`src/rtl/lsu_pkg.sv`:
```
// Shared types and helpers for the load/store unit: RV32I funct3 codes,
// FSM state encoding and the access-size lane mask.
package lsu_pkg;

  localparam logic [2:0] F3_B  = 3'b000;
  localparam logic [2:0] F3_H  = 3'b001;
  localparam logic [2:0] F3_W  = 3'b010;
  localparam logic [2:0] F3_BU = 3'b100;
  localparam logic [2:0] F3_HU = 3'b101;

  typedef enum logic [2:0] {
    S_IDLE   = 3'd0,
    S_ISSUE0 = 3'd1,
    S_WAIT0  = 3'd2,
    S_ISSUE1 = 3'd3,
    S_WAIT1  = 3'd4,
    S_RESP   = 3'd5,
    S_ERR    = 3'd6
  } lsu_state_e;

  // Lane mask for an access of the given size (funct3[1:0]) at offset 0.
  function automatic logic [3:0] size_mask(input logic [1:0] size);
    case (size)
      2'b00:   size_mask = 4'b0001;
      2'b01:   size_mask = 4'b0011;
      default: size_mask = 4'b1111;
    endcase
  endfunction

endpackage

```
`src/rtl/lsu_align.sv`:
```
// Combinational lane alignment: store data/byte-enable shift across a
// two-word window and load extraction with sign/zero extension.
module lsu_align
  import lsu_pkg::*;
(
  input  logic [2:0]  funct3,
  input  logic [1:0]  off,
  input  logic [31:0] wdata,
  input  logic [31:0] rdata_lo,
  input  logic [31:0] rdata_hi,
  output logic [7:0]  lanes,
  output logic [31:0] wdata_lo,
  output logic [31:0] wdata_hi,
  output logic [31:0] load_data
);

  logic [4:0]  sh;
  logic [63:0] st_window;
  logic [31:0] ld_word;

  assign sh        = {off, 3'b000};
  assign lanes     = {4'b0000, size_mask(funct3[1:0])} << off;
  assign st_window = {32'b0, wdata} << sh;
  assign wdata_lo  = st_window[31:0];
  assign wdata_hi  = st_window[63:32];
  assign ld_word   = 32'({rdata_hi, rdata_lo} >> sh);

  always_comb begin
    load_data = ld_word;
    case (funct3)
      F3_B:    load_data = {{24{ld_word[7]}}, ld_word[7:0]};
      F3_H:    load_data = {{16{ld_word[15]}}, ld_word[15:0]};
      F3_BU:   load_data = {24'b0, ld_word[7:0]};
      F3_HU:   load_data = {16'b0, ld_word[15:0]};
      default: ;
    endcase
  end

endmodule

```
`src/rtl/lsu_mem_initiator.sv`:
```
// Load/store unit driving a req/gnt/rvalid data-memory port. Misaligned
// accesses spanning two words are split when LSU_MISALIGN_SPLIT_EN is defined.
module lsu_mem_initiator
  import lsu_pkg::*;
#(
  parameter int AddressWidth = 10
) (
  input  logic                    clk_i,
  input  logic                    rst_i,
  input  logic                    req_valid_i,
  output logic                    req_ready_o,
  input  logic                    req_we_i,
  input  logic [2:0]              req_funct3_i,
  input  logic [31:0]             req_addr_i,
  input  logic [31:0]             req_wdata_i,
  output logic                    resp_valid_o,
  output logic [31:0]             resp_rdata_o,
  output logic                    resp_err_o,
  output logic                    mem_req_o,
  input  logic                    mem_gnt_i,
  output logic                    mem_we_o,
  output logic [3:0]              mem_be_o,
  output logic [AddressWidth-1:0] mem_addr_o,
  output logic [31:0]             mem_wdata_o,
  input  logic                    mem_rvalid_i,
  input  logic [31:0]             mem_rdata_i,
  output lsu_state_e              dbg_state
);

`ifdef LSU_MISALIGN_SPLIT_EN
  localparam bit SplitEn = 1'b1;
`else
  localparam bit SplitEn = 1'b0;
`endif

  // Handshake: a request transfers on a rising edge where req_valid_i and
  // req_ready_o are both high; a memory request transfers where mem_req_o and
  // mem_gnt_i are both high; mem_rvalid_i is only sampled in WAIT0/WAIT1.
  lsu_state_e state, state_next;

  logic                    we_q;
  logic [2:0]              f3_q;
  logic [1:0]              off_q;
  logic [AddressWidth-1:0] waddr_q;
  logic [31:0]             wdata_q, lo_q, rdata_q;

  logic [7:0]  req_lanes, lanes;
  logic        req_split, req_illegal, accept;
  logic [31:0] wd_lo, wd_hi, load_data, align_lo;
  logic        unused_addr_hi;

  assign unused_addr_hi = ^req_addr_i[31:AddressWidth+2];
  assign accept    = req_valid_i && req_ready_o;
  assign req_lanes = {4'b0000, size_mask(req_funct3_i[1:0])} << req_addr_i[1:0];
  assign req_split = |req_lanes[7:4];

  always_comb begin
    req_illegal = 1'b0;
    if (req_we_i) req_illegal = (req_funct3_i > F3_W);
    else          req_illegal = (req_funct3_i == 3'b011) || (req_funct3_i[2:1] == 2'b11);
  end

  // In WAIT1 the low word is already captured; the incoming word is the high one.
  assign align_lo = (state == S_WAIT1) ? lo_q : mem_rdata_i;

  lsu_align u_align (
    .funct3    (f3_q),
    .off       (off_q),
    .wdata     (wdata_q),
    .rdata_lo  (align_lo),
    .rdata_hi  (mem_rdata_i),
    .lanes     (lanes),
    .wdata_lo  (wd_lo),
    .wdata_hi  (wd_hi),
    .load_data (load_data)
  );

  always_comb begin
    state_next = state;
    case (state)
      S_IDLE: begin
        if (accept) begin
          if (req_illegal || (req_split && !SplitEn)) state_next = S_ERR;
          else                                        state_next = S_ISSUE0;
        end
      end
      S_ISSUE0: if (mem_gnt_i) state_next = S_WAIT0;
      S_WAIT0: begin
        if (mem_rvalid_i) begin
`ifdef LSU_MISALIGN_SPLIT_EN
          state_next = (|lanes[7:4]) ? S_ISSUE1 : S_RESP;
`else
          state_next = S_RESP;
`endif
        end
      end
`ifdef LSU_MISALIGN_SPLIT_EN
      S_ISSUE1: if (mem_gnt_i) state_next = S_WAIT1;
      S_WAIT1:  if (mem_rvalid_i) state_next = S_RESP;
`endif
      S_RESP:   state_next = S_IDLE;
      S_ERR:    state_next = S_IDLE;
      default:  state_next = S_IDLE;
    endcase
  end

  always_ff @(posedge clk_i or posedge rst_i) begin
    if (rst_i) begin
      state   <= S_IDLE;
      we_q    <= 1'b0;
      f3_q    <= 3'b000;
      off_q   <= 2'b00;
      waddr_q <= '0;
      wdata_q <= '0;
      lo_q    <= '0;
      rdata_q <= '0;
    end else begin
      state <= state_next;
      if (accept) begin
        we_q    <= req_we_i;
        f3_q    <= req_funct3_i;
        off_q   <= req_addr_i[1:0];
        waddr_q <= req_addr_i[AddressWidth+1:2];
        wdata_q <= req_wdata_i;
      end
      if (state == S_WAIT0 && mem_rvalid_i) lo_q <= mem_rdata_i;
      // Result is registered on the edge entering RESP/ERR and held afterwards.
      if (state_next == S_RESP && state != S_RESP) rdata_q <= we_q ? 32'b0 : load_data;
      else if (state_next == S_ERR)                rdata_q <= 32'b0;
    end
  end

  always_comb begin
    mem_req_o   = 1'b0;
    mem_be_o    = 4'b0000;
    mem_addr_o  = '0;
    mem_wdata_o = 32'b0;
    if (state == S_ISSUE0) begin
      mem_req_o   = 1'b1;
      mem_be_o    = lanes[3:0];
      mem_addr_o  = waddr_q;
      mem_wdata_o = wd_lo;
    end else if (state == S_ISSUE1) begin
      mem_req_o   = 1'b1;
      mem_be_o    = lanes[7:4];
      mem_addr_o  = waddr_q + AddressWidth'(1);
      mem_wdata_o = wd_hi;
    end
  end

  assign mem_we_o     = mem_req_o && we_q;
  assign req_ready_o  = (state == S_IDLE);
  assign resp_valid_o = (state == S_RESP) || (state == S_ERR);
  assign resp_err_o   = (state == S_ERR);
  assign resp_rdata_o = rdata_q;
  assign dbg_state    = state;

endmodule

```
`config.mk`:
```
export PLATFORM = sky130hd
export DESIGN_NAME = lsu_mem_initiator
export DESIGN_NICKNAME = d
export VERILOG_FILES = /design/src/rtl/lsu_pkg.sv /design/src/rtl/lsu_align.sv /design/src/rtl/lsu_mem_initiator.sv
export SDC_FILE = /design/constraint.sdc
export NUM_CORES = 1
export LEC_CHECK = 0
export CAP_MARGIN = 5
export CORE_ASPECT_RATIO = 0.75
export CORE_MARGIN = 8
export CORE_UTILIZATION = 40
export CTS_CLUSTER_DIAMETER = 50
export CTS_CLUSTER_SIZE = 24
export DETAILED_ROUTE_END_ITERATION = 8
export GPL_TIMING_DRIVEN = 0
export PLACE_DENSITY = 0.72
export REMOVE_ABC_BUFFERS = 1
export SLEW_MARGIN = 20
export SYNTH_ARGS = -nofsm -noshare
export SYNTH_HDL_FRONTEND = slang
export SYNTH_SLANG_ARGS = --single-unit
```
`constraint.sdc`:
```
create_clock -name clk_i -period 4.7 [get_ports clk_i]
set_input_delay 0.705 -clock clk_i [delete_from_list [all_inputs] [get_ports clk_i]]
set_output_delay 0.705 -clock clk_i [all_outputs]
set_load 0.02 [all_outputs]
```
==> metrics <==
peak supply drop 0.341 mV; routed vias/inst 5.57; post-synth top area cell dfrtp_1; cell count after synthesis 683; ant diodes 0; GRT Util Overall 0.195; outcome finished, final reports clean; core area 16600 um^2; register area 2880 um^2; Inserted Clock Buffers 17; largest net degree at the start of global routing 67; Pre-antenna DRT Iters 5; Seq cells post-synth 115; Final Skew 0.00718 ns; Yosys cell types 46; Max-cap violations 0; multi-input logic area 3600 um^2; Period Utilization, post-route 0.936; via count 5918; DRC violation count after routing 0; Final ANT Viol Nets 0; worst skew pair latency 0.41 ns; CTS tree done; max-slew violations 0; Die Span X 166 um; Worst Setup End Kind primary output; YS warnings 0; Synth async-reset ratio 1.00; Req. time, crit path 3.99 ns; RSZ-0062 raised after global routing no; Initial Util 0.404; floorplan row count 41; Synth-to-Final Area Change 39.1%; DP Worst Slack 0.758 ns; slew margin rel. 0.372; clock tree sinks 115; share of cells above drive strength 1 0.161; critical path class reg -> out; Post-Route Setup TNS 0 ns; post-CTS setup buffers 0; final instance area 9340 um^2; average wire per standard cell 19.6 um; placed cell area 8690 um^2; Hold Crit Class reg -> reg; die area 21200 um^2; Period minus WS final 4.40 ns; critical-path maximum fanout 59; final total power 6.61 mW; # setup viols final 0; Final Routed Wirelength 20800 um; # IOs 191; Root Driver clkbuf_16; Post-synth EDFFs 0; Seq/Total Area, Yosys 0.429; Worst Setup Start Kind flop; Synth area leaders dfrtp_1 (43%), mux2_2 (12%), mux2i_1 (11%); Layout fillers 1460; first-pass GRT wire length 33500 um; Slew @ Worst Pin 0.936 ns; die extent in y 128 um; Final Hold Fails 0; Synth Flop Type dfrtp_1; total power divided by cell area 707 nW/um^2; syn avg cell area 9.83 um^2; port buffer count 170; Final Worst Setup Slack 0.301 ns; area share of the largest cell type after synthesis 0.429; Leak 4.00 nW; fin util 0.562; Post-DP HPWL 14300 um; maximum clock rate 0.227 GHz; remaining global-route overflow 0; 1st-iter DRT viols 366; Syn Std Cell Area 6720 um^2; clock slew at reported path FFs 0.05 ns; antenna violations before repair 1; routability congestion estimate from global placement 0.798; Worst Path Arrival 3.69 ns; vias in the first global route 6071; H-tree Lvls 4; Final Net Count 940; Clock Path Buffers 2
[cells in the mapped netlist, types with 3 or more instances]
master    instances
buf_1             5
a22o_1            7
o21ai_1          18
mux2_2           74
a22oi_1           3
a211o_1           7
mux2i_1          71
dfrtp_1         115
a221oi_1          7
or3_1             3
inv_1            23
and3_1           11
and2_1            3
mux4_2           10
a21oi_1          32
nor2_1           49
buf_2             5
clkbuf_1         34
xor2_1            7
nor3_1            4
o21ai_0          46
nand2_1          96
o22ai_1          25
[metal layers]
metal  wire, um  global-route usage
met3       1390              0.0604
met5         13                   0
met4        255              0.0597
met1       9760               0.265
met2       9360               0.291
[timing repair]
item / in CTS / in global routing
endpoints found under the setup margin: 0 / 1
hold buffers: 0 / 0
resized for setup: 0 / 1
[power by group]
part           leakage (nW)  internal [mW]  switching (mW)
clock network         0.314          0.930           0.451
logic                  2.26           1.58            1.65
registers              1.43           1.46           0.527
total                  4.00           3.98            2.63
[cells in the final DEF, fill, tap and decap left out, drive strengths merged, types with 4 or more instances in the layout]
| master | instances |
|---|---|
| clkdlybuf4s50 | 170 |
| dfrtp | 115 |
| nand2 | 96 |
| mux2 | 74 |
| mux2i | 71 |
| o21ai | 64 |
| nor2 | 49 |
| a21oi | 32 |
| o22ai | 25 |
| clkbuf | 24 |
| inv | 23 |
| and3 | 11 |
| mux4 | 10 |
| xor2 | 7 |
| a221oi | 7 |
| a22o | 7 |
| a211o | 7 |
| buf | 7 |
| nor3 | 4 |
| clkinv | 4 |
[final cells by class]
cell class	count	area share
multi-input cells	499	0.385
flip-flops and latches	115	0.309
repair buffers	177	0.198
clock buffers	24	0.0559
well taps	215	0.0288
clock inverters	8	0.0129
inverters	24	0.0102
[through the flow]
stage / cells / hold slack (ns)
floorplan: 638 / 0.450
detailed placement: 1030 / 0.471
global route: 1062 / 0.508
global placement: 1023 / 0.462
CTS: 1062 / 0.483
finish: 1062 / 0.477
[critical path, stage by stage, from the launching register on]
cell and delay (ns):
dfrtp_4 0.94, inv_2 0.43, nor2_1 0.77, a21oi_1 0.17, o21ai_0 0.27, clkdlybuf4s50_1 0.67
[path summary, 6_finish.rpt]
check	cells past startpoint	end	start	slack (ns)
min	2	lo_q[8]	lo_q[8]	0.48
max	5	mem_wdata_o[1]	off_q[1]	0.30
min reg2reg	2	lo_q[8]	lo_q[8]	0.48
max reg2reg	5	resp_rdata_o[22]	dbg_state[1]	1.63
min in group asynchronous	2	wdata_q[27]	rst_i	0.70
max in group asynchronous	3	lo_q[7]	rst_i	3.30
[logic make-up after synthesis]
| logic type | synth area share |
|---|---|
| AND/OR/NAND/NOR | 0.115 |
| AO/OA/AOI/OAI | 0.140 |
| multiplexers | 0.263 |
| flip-flops | 0.429 |
| buffers and inverters | 0.0406 |
| XOR/XNOR | 0.0104 |
| adder cells (fa/ha/maj) | 0.00186 |
[registers in the layout, summed over array words and instances (netlist names)]
| name | cells |
|---|---|
| we_q | 1 |
| f3_q | 3 |
| wdata_q | 32 |
| off_q | 2 |
| resp_rdata_o | 32 |
| waddr_q | 10 |
| lo_q | 32 |
| dbg_state | 3 |
(Power assumes the default switching activity.)
